[config.mk]
export PLATFORM = sky130hd
export DESIGN_NAME = can_tx_sched_flat
export DESIGN_NICKNAME = d
export VERILOG_FILES = /design/src/rtl/can_pkg.sv /design/src/rtl/can_tx_sched_if.sv /design/src/rtl/can_prio_sel.sv /design/src/rtl/can_tx_sched.sv /design/src/flat_wrapper.sv
export SDC_FILE = /design/constraint.sdc
export NUM_CORES = 1
export LEC_CHECK = 0
export ABC_AREA = 0
export BUFFER_PORTS_ARGS = -buffer_cell sky130_fd_sc_hd__buf_2
export CORE_MARGIN = 3
export CORE_UTILIZATION = 53
export DETAILED_ROUTE_END_ITERATION = 16
export PLACE_DENSITY = 0.88
export SKIP_LAST_GASP = 1
export SLEW_MARGIN = 30
export SYNTH_ARGS = -nofsm -noshare
export SYNTH_HDL_FRONTEND = slang
export SYNTH_HIERARCHICAL = 1
export SYNTH_SLANG_ARGS = --single-unit
[constraint.sdc]
create_clock -name i_Clock -period 7.5 [get_ports i_Clock]
set_input_delay 1.5 -clock i_Clock [delete_from_list [all_inputs] [get_ports i_Clock]]
set_output_delay 1.5 -clock i_Clock [all_outputs]
set_load 0.01 [all_outputs]
[src/rtl/can_pkg.sv]
// can_pkg: shared field widths, retry counter width, scheduler state encoding
// and the frame payload carried from a mailbox to can_tx.
package can_pkg;

    localparam int unsigned ID_W    = 11;
    localparam int unsigned DLC_W   = 4;
    localparam int unsigned DATA_W  = 64;
    localparam int unsigned RETRY_W = 4;

    typedef enum logic [2:0] {
        ST_IDLE   = 3'd0,
        ST_SELECT = 3'd1,
        ST_LAUNCH = 3'd2,
        ST_WAIT   = 3'd3,
        ST_GAP    = 3'd4
    } sched_state_e;

    typedef struct packed {
        logic [ID_W-1:0]   id;
        logic [DLC_W-1:0]  dlc;
        logic [DATA_W-1:0] data;
    } can_frame_t;

endpackage

[src/rtl/can_tx_sched_if.sv]
// can_tx_sched_if: mailbox request side and can_tx launch side of the scheduler.
//   master : environment / CAN controller host (drives requests and can_tx status)
//   slave  : can_tx_sched
// Signals: i_Req_DV/i_Req_Id/i_Req_Dlc/i_Req_Data (per-mailbox loads),
//          o_Req_Busy/o_Done/o_Abort (per-mailbox status),
//          o_Tx_DV/o_Tx_Id/o_Tx_Dlc/o_Tx_Data (frame launch),
//          i_Tx_Done/i_Arb_Lost (can_tx result), o_Sched_Idx (selected mailbox).
interface can_tx_sched_if #(
    parameter int unsigned NUM_MB = 4
) ();
    import can_pkg::*;

    localparam int unsigned IDX_W = (NUM_MB > 1) ? $clog2(NUM_MB) : 1;

    logic [NUM_MB-1:0]        i_Req_DV;
    logic [NUM_MB*ID_W-1:0]   i_Req_Id;
    logic [NUM_MB*DLC_W-1:0]  i_Req_Dlc;
    logic [NUM_MB*DATA_W-1:0] i_Req_Data;
    logic [NUM_MB-1:0]        o_Req_Busy;
    logic [NUM_MB-1:0]        o_Done;
    logic [NUM_MB-1:0]        o_Abort;
    logic                     o_Tx_DV;
    logic [ID_W-1:0]          o_Tx_Id;
    logic [DLC_W-1:0]         o_Tx_Dlc;
    logic [DATA_W-1:0]        o_Tx_Data;
    logic                     i_Tx_Done;
    logic                     i_Arb_Lost;
    logic [IDX_W-1:0]         o_Sched_Idx;

    modport master (
        output i_Req_DV, i_Req_Id, i_Req_Dlc, i_Req_Data, i_Tx_Done, i_Arb_Lost,
        input  o_Req_Busy, o_Done, o_Abort, o_Tx_DV, o_Tx_Id, o_Tx_Dlc, o_Tx_Data,
               o_Sched_Idx
    );

    modport slave (
        input  i_Req_DV, i_Req_Id, i_Req_Dlc, i_Req_Data, i_Tx_Done, i_Arb_Lost,
        output o_Req_Busy, o_Done, o_Abort, o_Tx_DV, o_Tx_Id, o_Tx_Dlc, o_Tx_Data,
               o_Sched_Idx
    );

endinterface

[src/rtl/can_prio_sel.sv]
// can_prio_sel: combinational CAN priority pick among pending mailboxes.
// Lowest identifier wins (CAN dominant-bit priority); ties go to the lowest index.
//   i_Pending   : pending mailbox mask
//   i_Ids       : packed identifiers, mailbox k at [k*ID_W +: ID_W]
//   o_Win_Idx   : winning mailbox index
//   o_Win_Valid : at least one mailbox pending
module can_prio_sel
    import can_pkg::*;
#(
    parameter int unsigned NUM_MB = 4,
    parameter int unsigned IDX_W  = (NUM_MB > 1) ? $clog2(NUM_MB) : 1
) (
    input  logic [NUM_MB-1:0]      i_Pending,
    input  logic [NUM_MB*ID_W-1:0] i_Ids,
    output logic [IDX_W-1:0]       o_Win_Idx,
    output logic                   o_Win_Valid
);

    logic [ID_W-1:0] best_id;

    // Strict less-than keeps the earlier (lower) index on equal identifiers.
    always_comb begin
        o_Win_Idx   = '0;
        o_Win_Valid = 1'b0;
        best_id     = '1;
        for (int k = 0; k < NUM_MB; k++) begin
            if (i_Pending[k] && (!o_Win_Valid || (i_Ids[k*ID_W +: ID_W] < best_id))) begin
                o_Win_Valid = 1'b1;
                o_Win_Idx   = IDX_W'(k);
                best_id     = i_Ids[k*ID_W +: ID_W];
            end
        end
    end

endmodule

[src/rtl/can_tx_sched.sv]
// can_tx_sched: shares one can_tx among NUM_MB transmit mailboxes.
// Mailboxes are loaded by one-cycle strobes; the scheduler picks the highest
// priority pending frame, launches it, waits for done / arbitration loss, then
// holds off for the interframe gap before re-selecting.
//   i_Clock : clock, rising edge
//   i_Reset : synchronous active-high reset
//   bus     : can_tx_sched_if.slave (mailbox requests, status, can_tx launch/result)
// Build option: CAN_SCHED_RETRY_LIMIT_EN -- drop a mailbox (o_Abort) after
// MAX_RETRIES arbitration losses; undefined means unlimited retries, o_Abort = 0.
module can_tx_sched
    import can_pkg::*;
#(
    parameter int unsigned NUM_MB       = 4,
    parameter int unsigned CLKS_PER_BIT = 10,
    parameter int unsigned IFS_BITS     = 3,
    parameter int unsigned MAX_RETRIES  = 8
) (
    input  logic          i_Clock,
    input  logic          i_Reset,
    can_tx_sched_if.slave bus
);

    localparam int unsigned IDX_W   = (NUM_MB > 1) ? $clog2(NUM_MB) : 1;
    localparam int unsigned GAP_CYC = IFS_BITS * CLKS_PER_BIT;
    localparam int unsigned GAP_W   = (GAP_CYC > 1) ? $clog2(GAP_CYC) : 1;

    sched_state_e           state_q;
    logic [NUM_MB-1:0]      busy_q;
    logic [RETRY_W-1:0]     retry_q [NUM_MB];
    logic [GAP_W-1:0]       gap_cnt_q;
    logic [IDX_W-1:0]       idx_q;
    can_frame_t             mb_q [NUM_MB];
    logic [NUM_MB*ID_W-1:0] mb_ids;
    logic [IDX_W-1:0]       win_idx;
    logic                   win_valid;

`ifndef CAN_SCHED_RETRY_LIMIT_EN
    logic unused_max_retries;
    assign unused_max_retries = (MAX_RETRIES != 0);
`endif

    assign bus.o_Req_Busy  = busy_q;
    assign bus.o_Sched_Idx = idx_q;

    // Mailbox storage: captured only when the mailbox is free.
    always_ff @(posedge i_Clock) begin
        for (int k = 0; k < NUM_MB; k++) begin
            if (bus.i_Req_DV[k] && !busy_q[k]) begin
                mb_q[k].id   <= bus.i_Req_Id[k*ID_W +: ID_W];
                mb_q[k].dlc  <= bus.i_Req_Dlc[k*DLC_W +: DLC_W];
                mb_q[k].data <= bus.i_Req_Data[k*DATA_W +: DATA_W];
            end
        end
    end

    // Flatten stored identifiers for the priority picker.
    always_comb begin
        mb_ids = '0;
        for (int k = 0; k < NUM_MB; k++) begin
            mb_ids[k*ID_W +: ID_W] = mb_q[k].id;
        end
    end

    can_prio_sel #(
        .NUM_MB (NUM_MB),
        .IDX_W  (IDX_W)
    ) u_prio_sel (
        .i_Pending   (busy_q),
        .i_Ids       (mb_ids),
        .o_Win_Idx   (win_idx),
        .o_Win_Valid (win_valid)
    );

    // Scheduler FSM with busy/retry bookkeeping and registered launch/status outputs.
    always_ff @(posedge i_Clock) begin
        if (i_Reset) begin
            state_q       <= ST_IDLE;
            busy_q        <= '0;
            gap_cnt_q     <= '0;
            idx_q         <= '0;
            for (int k = 0; k < NUM_MB; k++) begin
                retry_q[k] <= '0;
            end
            bus.o_Done    <= '0;
            bus.o_Abort   <= '0;
            bus.o_Tx_DV   <= 1'b0;
            bus.o_Tx_Id   <= '0;
            bus.o_Tx_Dlc  <= '0;
            bus.o_Tx_Data <= '0;
        end else begin
            bus.o_Done  <= '0;
            bus.o_Abort <= '0;
            bus.o_Tx_DV <= 1'b0;

            for (int k = 0; k < NUM_MB; k++) begin
                if (bus.i_Req_DV[k] && !busy_q[k]) begin
                    busy_q[k]  <= 1'b1;
                    retry_q[k] <= '0;
                end
            end

            case (state_q)
                ST_IDLE: begin
                    if (|busy_q) begin
                        state_q <= ST_SELECT;
                    end
                end
                // Frame fields are latched here and held until the next SELECT,
                // so they stay stable for the whole LAUNCH/WAIT window.
                ST_SELECT: begin
                    if (win_valid) begin
                        idx_q         <= win_idx;
                        bus.o_Tx_Id   <= mb_q[win_idx].id;
                        bus.o_Tx_Dlc  <= mb_q[win_idx].dlc;
                        bus.o_Tx_Data <= mb_q[win_idx].data;
                        bus.o_Tx_DV   <= 1'b1;
                        state_q       <= ST_LAUNCH;
                    end else begin
                        state_q <= ST_IDLE;
                    end
                end
                ST_LAUNCH: begin
                    state_q <= ST_WAIT;
                end
                // Done has priority over a simultaneous arbitration loss.
                ST_WAIT: begin
                    if (bus.i_Tx_Done) begin
                        bus.o_Done[idx_q] <= 1'b1;
                        busy_q[idx_q]     <= 1'b0;
                        retry_q[idx_q]    <= '0;
                        gap_cnt_q         <= GAP_W'(GAP_CYC - 1);
                        state_q           <= ST_GAP;
                    end else if (bus.i_Arb_Lost) begin
`ifdef CAN_SCHED_RETRY_LIMIT_EN
                        if (32'(retry_q[idx_q]) >= MAX_RETRIES) begin
                            bus.o_Abort[idx_q] <= 1'b1;
                            busy_q[idx_q]      <= 1'b0;
                            retry_q[idx_q]     <= '0;
                        end else if (retry_q[idx_q] != '1) begin
                            retry_q[idx_q] <= retry_q[idx_q] + RETRY_W'(1);
                        end
`else
                        if (retry_q[idx_q] != '1) begin
                            retry_q[idx_q] <= retry_q[idx_q] + RETRY_W'(1);
                        end
`endif
                        gap_cnt_q <= GAP_W'(GAP_CYC - 1);
                        state_q   <= ST_GAP;
                    end
                end
                ST_GAP: begin
                    if (gap_cnt_q == '0) begin
                        state_q <= ST_IDLE;
                    end else begin
                        gap_cnt_q <= gap_cnt_q - GAP_W'(1);
                    end
                end
                default: begin
                    state_q <= ST_IDLE;
                end
            endcase
        end
    end

endmodule

[src/flat_wrapper.sv]
// flat-port wrapper written by rule: the top's interface ports become plain ports
module can_tx_sched_flat import can_pkg::*;
#(
    parameter int unsigned NUM_MB       = 4,
    parameter int unsigned CLKS_PER_BIT = 10,
    parameter int unsigned IFS_BITS     = 3,
    parameter int unsigned MAX_RETRIES  = 8
)
  (i_Clock, i_Reset, bus_i_Req_DV, bus_i_Req_Id, bus_i_Req_Dlc, bus_i_Req_Data, bus_i_Tx_Done, bus_i_Arb_Lost, bus_o_Req_Busy, bus_o_Done, bus_o_Abort, bus_o_Tx_DV, bus_o_Tx_Id, bus_o_Tx_Dlc, bus_o_Tx_Data, bus_o_Sched_Idx);
  can_tx_sched_if #(.NUM_MB(NUM_MB)) bus_i ();
  input  logic i_Clock;
  input  logic i_Reset;
  input wire logic [$bits(bus_i.i_Req_DV)-1:0] bus_i_Req_DV;
  input wire logic [$bits(bus_i.i_Req_Id)-1:0] bus_i_Req_Id;
  input wire logic [$bits(bus_i.i_Req_Dlc)-1:0] bus_i_Req_Dlc;
  input wire logic [$bits(bus_i.i_Req_Data)-1:0] bus_i_Req_Data;
  input wire logic [$bits(bus_i.i_Tx_Done)-1:0] bus_i_Tx_Done;
  input wire logic [$bits(bus_i.i_Arb_Lost)-1:0] bus_i_Arb_Lost;
  output wire logic [$bits(bus_i.o_Req_Busy)-1:0] bus_o_Req_Busy;
  output wire logic [$bits(bus_i.o_Done)-1:0] bus_o_Done;
  output wire logic [$bits(bus_i.o_Abort)-1:0] bus_o_Abort;
  output wire logic [$bits(bus_i.o_Tx_DV)-1:0] bus_o_Tx_DV;
  output wire logic [$bits(bus_i.o_Tx_Id)-1:0] bus_o_Tx_Id;
  output wire logic [$bits(bus_i.o_Tx_Dlc)-1:0] bus_o_Tx_Dlc;
  output wire logic [$bits(bus_i.o_Tx_Data)-1:0] bus_o_Tx_Data;
  output wire logic [$bits(bus_i.o_Sched_Idx)-1:0] bus_o_Sched_Idx;
  assign bus_i.i_Req_DV = bus_i_Req_DV;
  assign bus_i.i_Req_Id = bus_i_Req_Id;
  assign bus_i.i_Req_Dlc = bus_i_Req_Dlc;
  assign bus_i.i_Req_Data = bus_i_Req_Data;
  assign bus_i.i_Tx_Done = bus_i_Tx_Done;
  assign bus_i.i_Arb_Lost = bus_i_Arb_Lost;
  assign bus_o_Req_Busy = bus_i.o_Req_Busy;
  assign bus_o_Done = bus_i.o_Done;
  assign bus_o_Abort = bus_i.o_Abort;
  assign bus_o_Tx_DV = bus_i.o_Tx_DV;
  assign bus_o_Tx_Id = bus_i.o_Tx_Id;
  assign bus_o_Tx_Dlc = bus_i.o_Tx_Dlc;
  assign bus_o_Tx_Data = bus_i.o_Tx_Data;
  assign bus_o_Sched_Idx = bus_i.o_Sched_Idx;
  can_tx_sched #(.NUM_MB(NUM_MB), .CLKS_PER_BIT(CLKS_PER_BIT), .IFS_BITS(IFS_BITS), .MAX_RETRIES(MAX_RETRIES)) u_core (.i_Clock(i_Clock), .i_Reset(i_Reset), .bus(bus_i));
endmodule
* After elaboration in Yosys (flattened, before gate mapping) *
Memories as Yosys holds them, arrays and structs flattened. A register that Yosys moved wholly into a read port is not among the register bits.
Cells that the tools add are included.

cells by class
  reduce and logical (&&, ||, !) cells = 27
  equal/unequal tests = 8
  order comparisons = 5
  muxes and demuxes = 41
  add/subtract/negate cells = 1
  bitwise logic cells = 5

operator list
  cell                                                                     count
  11-bit < comparator                                                      3
  11-bit 2-to-1 mux                                                        3
  1-bit 2-to-1 mux                                                         23
  5-bit 2-to-1 mux                                                         3
  3-bit one-hot mux with 5 select lines                                    1
  3-bit 2-to-1 mux                                                         4
  5-bit one-hot mux with 2 select lines                                    1
  1-bit logical AND                                                        8
  4-bit 2-to-1 mux                                                         2
  1-bit zero test                                                          7
  3-bit by 2-bit == test with 1-bit output, second input constant          2
  2-bit 2-to-1 mux                                                         3
  3-bit AND reduction                                                      2
  5-bit zero test                                                          1
  5-bit by 1-bit subtractor with 5-bit output, second input constant       1
  4-bit AND                                                                1
  2-bit by 1-bit inequality test with 1-bit output, second input constant  2
  4-bit NOT                                                                1
  4-bit OR reduction                                                       1
  3-bit by 1-bit == test with 1-bit output, second input constant          1
  3-bit == test, second input constant                                     1
  3-bit zero test                                                          1
  1-bit logical OR                                                         3
  2-bit by 3-bit < comparator with 1-bit output, second input constant     1
  9 further kinds                                                          11

word-level totals
  logic and storage cells = 94
  memories kept = 1
  input port bits = 324
  output and inout port bits = 94
  bits in registers = 19
  memory bits (writable) = 316

memories
  memory       depth  bits a word  read ports  clocked after Yosys merged registers in  write ports  line                source
  u_core.mb_q  4      79           5           1                                        4            can_tx_sched.sv:32  can_frame_t mb_q [NUM_MB];

* Depth between registers and ports, before layout *
An unclocked memory read counts as a cell.

  depth after elaboration = 16
  gate-level depth with buffers = 33
  gate-level depth less buffers = 28

* Hierarchy *
Netlist, hierarchy kept.

by module, submodules not included
  module        cells an instance  area an instance (µm²)  times used  sequential area each (µm²)
  can_tx_sched  844                14950.6                 1           11451.0
  can_prio_sel  153                1119.8                  1           0.0

* Worst setup path after synthesis *
No wires, ideal clock.

  path kind = reg-to-reg
  start = reg u_core.busy_q[0] (netlist: u_core/bus.o_Req_Busy[0])
  end = reg u_core.bus.o_Tx_Data[10], read port of u_core.mb_q
  slack = 1.022 ns
  required time = 7.368 ns
  stages on the path, launching flop included = 33
  clock period less this slack = 6.478 ns
  setup time = 0.132 ns
  buffers on the path = 5
  arrival = 6.346 ns
  path through = dfxtp_1 inv_1 clkbuf_1 nor2_1 ha_1 a21oi_1 o21ai_0 nor3b_1 a32o_2 clkbuf_1 nand2_1 o21a_1 ha_1 a21oi_1 o211ai_1 a221oi_1 nand3_1 a221o_1 nand2_1 buf_6 mux2_2 ha_1 a21o_1 a221oi_1 o21ai_0 a211oi_1 a32oi_1 o221ai_1 buf_4 buf_6 mux4_2 nand2_1 a21oi_1

between the ends
  elaborated cells between the ends (all ways) = 23
  those cells by class = 3 x order compare; 10 x mux; 10 x reduce/logical

RTL lines
  element                                                        line                   source
  start: declaration                                             can_tx_sched.sv:28     logic [NUM_MB-1:0] busy_q;
  start signal: assignment                                       can_tx_sched.sv:78     busy_q <= '0;
  start signal: indexed assignment                               can_tx_sched.sv:97     busy_q[k] <= 1'b1;
  start signal: indexed assignment                               can_tx_sched.sv:129    busy_q[idx_q] <= 1'b0;
  11-bit 2-to-1 mux / 1-bit 2-to-1 mux (equally long branches)   can_prio_sel.sv:27     if (i_Pending[k] && (!o_Win_Valid || (i_Ids[k*ID_W +: ID_W] < best_id))) begin
  11-bit < comparator / 1-bit zero test (equally long branches)  can_prio_sel.sv:27
  1-bit logical OR                                               can_prio_sel.sv:27
  1-bit logical AND                                              can_prio_sel.sv:27
  11-bit 2-to-1 mux / 1-bit 2-to-1 mux (equally long branches)   can_prio_sel.sv:27
  11-bit < comparator / 1-bit zero test (equally long branches)  can_prio_sel.sv:27
  1-bit logical OR                                               can_prio_sel.sv:27
  1-bit logical AND                                              can_prio_sel.sv:27
  11-bit 2-to-1 mux / 1-bit 2-to-1 mux (equally long branches)   can_prio_sel.sv:27
  11-bit < comparator / 1-bit zero test (equally long branches)  can_prio_sel.sv:27
  1-bit logical OR                                               can_prio_sel.sv:27
  1-bit logical AND                                              can_prio_sel.sv:27
  2-bit 2-to-1 mux (*)                                           can_prio_sel.sv:27
  named net u_core.win_idx[0]                                    can_tx_sched.sv:34     logic [IDX_W-1:0] win_idx;
  end: declaration                                               can_tx_sched_if.sv:38  output o_Req_Busy, o_Done, o_Abort, o_Tx_DV, o_Tx_Id, o_Tx_Dlc, o_Tx_Data,

Mark *: on every way through the listed nets, which the timed path passes. The rest lies on a longest branch.
A chain may end at the register's enable or synchronous reset.

* Final worst setup path *
  start = reg u_core.busy_q[0] (netlist: u_core/bus.o_Req_Busy[0])
  end = reg u_core.bus.o_Tx_Data[34], read port of u_core.mb_q

Same word-level chain as after synthesis.

==> impl_results.md <==
* Drt via density at between 5 and 6
* Final Net Count at 1790
* Drt first-iter violations at 856
* Number of buffers created by CTS at 41
* DR DRC count at 0
* CP required at 7.87 ns
* Cell Area, Placed at 18600 µm²
* Vias in the first global route at around 11000
* Most frequent cells in the layout: 412 x buf_2, 316 x edfxtp_1, 179 x nand2_1
* Die footprint at 32400 µm²
* Clk Latency, worst-skew pair at 0.53 ns
* Part of the cycle the worst path needs at 0.969
* Post-synthesis instance area at 16100 µm²
* Clock slew at reported path FFs at 0.06 ns
* Post-Layout Inst Area at 20200 µm²
* Mean Syn Cell Area at 16.1 µm²
* Syn Inst Count at 997
* Fmax at 138 MHz
* Sequential share of power at 0.476
* CTS root buffer: clkbuf_16
* Share of cells above drive strength 1 at 0.421
* Worst vdd ir at 0.317 mV
* Initial core utilization at 0.539
* CTS tree: yes
* CP dominant cell by count: buf_4
* Final Wtd Congestion at 0.922
* CP arrival at 7.64 ns
* CP Capture Type: register
* DR pass1 iterations at 5
* Die Span Y at 180 µm
* Psw at 0.00142 W
* Switching Share at 0.249
* Number of library cell types mapped by synthesis at 55
* Gate power share at 0.170
* Initial antenna violation count at 7
* Final hold viol count at 0
* DP Wirelength at 27.8 mm
* Core area at 29800 µm²
* Worst Hold Class: reg -> reg
* Layout fillers at 1970
* Leakage at ~8.0 nW
* Int Power at 0.00429 W
* Final Max Slew Viols at 0
* Worst-margin pin slew at 0.820 ns
* WL/cell at about 23 µm
* DRT antenna net count at 0
* Number of flops mapped to enable cells by yosys at 316
* Area of the multi-input gates at 4360 µm²
* Clock skew at 0.0216 ns
* Commonest non-fill, non-tap cell in the layout: buf_2
* Gr usage total at 0.255
* Htree depth at 2
* Setup CP Type: reg -> reg
* Via count at ~11000
* Post-synthesis register bit count at roughly 410
* CP peak stage delay at 0.46 ns
* IO Pins at between 400 and 500
* First-pass GRT wire length at 63.2 mm
* Total power at 0.00571 W
* Seq/Total Area, Yosys at 0.713
* PwrDens at 283 nW/µm²
* WL final at 43.0 mm
* Most used DFF post-synth: edfxtp_1
* Max-slew headroom at 0.454
* Minimum clock period at 7.27 ns
* FFs w/ async S/R, synth at 0
* FF/Latch Area at 11500 µm²
* Clock Path Buffers at 3
* Startpoint Class: register
* Maximum net fanout on the critical path at 31
* Pin count of the biggest net entering global routing at 64
* Clock Power Share at 0.355
* Width of the die at 180 µm
* Ys Warns at 6
* Crit-path slowest cell: buf_4
* Synth-to-Final Area Change at 25.5%
* Status: completed
* Max-cap violations at 0
* Total gr overflow at 0
* Final setup violation count at 0
* # port buffers at about 410
* Row count at 63
* Clock Sinks at 414
[cell usage after synthesis (2+ instances only)]
cell type	count	share of area
a311oi_1	5	0.0027
dfxtp_1	98	0.12
a21oi_1	92	0.029
o211ai_1	4	0.0019
buf_6	9	0.0063
clkbuf_1	13	0.0030
a21o_1	8	0.0037
and4_1	2	0.0011
inv_1	20	0.0047
nor3_1	7	0.0022
or4_1	2	0.00093
o21a_1	9	0.0042
buf_4	6	0.0028
a211oi_1	2	0.00093
mux2_2	11	0.0077
nand3_1	5	0.0016
buf_2	25	0.0078
nand2_1	180	0.042
nand2b_1	5	0.0019
and3b_1	2	0.0011
nor2_1	23	0.0054
mux4_2	79	0.11
ha_1	30	0.023
and3_1	3	0.0012
nor2b_1	4	0.0016
a31o_2	2	0.0011
edfxtp_1	316	0.59
o21ai_0	6	0.0019
a221oi_1	3	0.0016
[flip-flops by register name, indices dropped and copies added (netlist names)]
register and cells:
u_core/mb_q 316, u_core/bus.o_Tx_Data 64, u_core/bus.o_Tx_Id 11, u_core/gap_cnt_q 5, u_core/bus.o_Done 4, u_core/bus.o_Req_Busy 4
u_core/bus.o_Tx_Dlc 4, u_core/state_q 3, u_core/bus.o_Sched_Idx 2, u_core/bus.o_Tx_DV 1
[layout make-up]
type,instances,share of cell area
sequential,414,0.568
multi-input combinational,514,0.216
timing repair buffer,445,0.121
clock buffer,56,0.0567
tap,390,0.0242
clock inverter,19,0.00992
inverter,20,0.00391
antenna,7,0.000868
[per-stage QoR]
step                hold WS (ns)  setup slack, ns  setup TNS [ns]  instances   util
detailed placement         0.443          -0.0346         -0.0894       1767  0.623
CTS                        0.453           0.0544               0       1844  0.670
finish                     0.449            0.230               0       1865  0.677
global route               0.469         -0.00963         -0.0169       1864  0.677
floorplan                  0.450             1.02               0       1000      -
global placement           0.439            0.371               0       1767  0.623
[final timing paths]
check,from,end,slack (ns),depth (start not counted)
min reg2reg,u_core/bus.o_Tx_Data[52],u_core/bus.o_Tx_Data[52],0.45,2
max reg2reg,u_core/bus.o_Req_Busy[0],u_core/bus.o_Tx_Data[34],0.23,30
max,u_core/bus.o_Req_Busy[0],u_core/bus.o_Tx_Data[34],0.23,30
min,u_core/bus.o_Tx_Data[52],u_core/bus.o_Tx_Data[52],0.45,2
[critical path, delay by kind of cell (launching register included)]
kind                     cells  cell delay, ns
AO/OA/AOI/OAI               14            3.09
buffers and inverters        5            1.25
AND/OR/NAND/NOR              6            0.87
adder cells (fa/ha/maj)      3            0.75
multiplexers                 2            0.73
flip-flops                   1            0.38
[power groups by stage]
stage               sequential, W  clock, W  combinational (W)
CTS                       0.00272   0.00206           0.000924
detailed placement        0.00276         0           0.000900
finish                    0.00272   0.00203           0.000969
global route              0.00273   0.00215            0.00104
floorplan                 0.00278         0           0.000582
global placement          0.00275         0           0.000871
[repair_timing]
action	in CTS	in global routing
setup buffers	0	10
hold buffers	0	0
pin swaps	1	2
cloned	2	4
setup endpoints to repair	79	81
gates resized for setup	1	12
[kinds of logic after synthesis]
| group | share of synthesized area |
|---|---|
| flops | 0.713 |
| xor+xnor | 0.00109 |
| mux | 0.119 |
| simple gates | 0.0649 |
| other cells | 0.000233 |
| buf+inv | 0.0248 |
| compound gates | 0.0540 |
| fa+ha+maj | 0.0234 |
[routing by layer]
layer,global-route usage,share of wire
met1,0.305,0.36
met2,0.453,0.52
met3,0.0583,0.090
met4,0.0940,0.034
met5,0,0
Note: power is estimated with default switching activity, not from simulation.
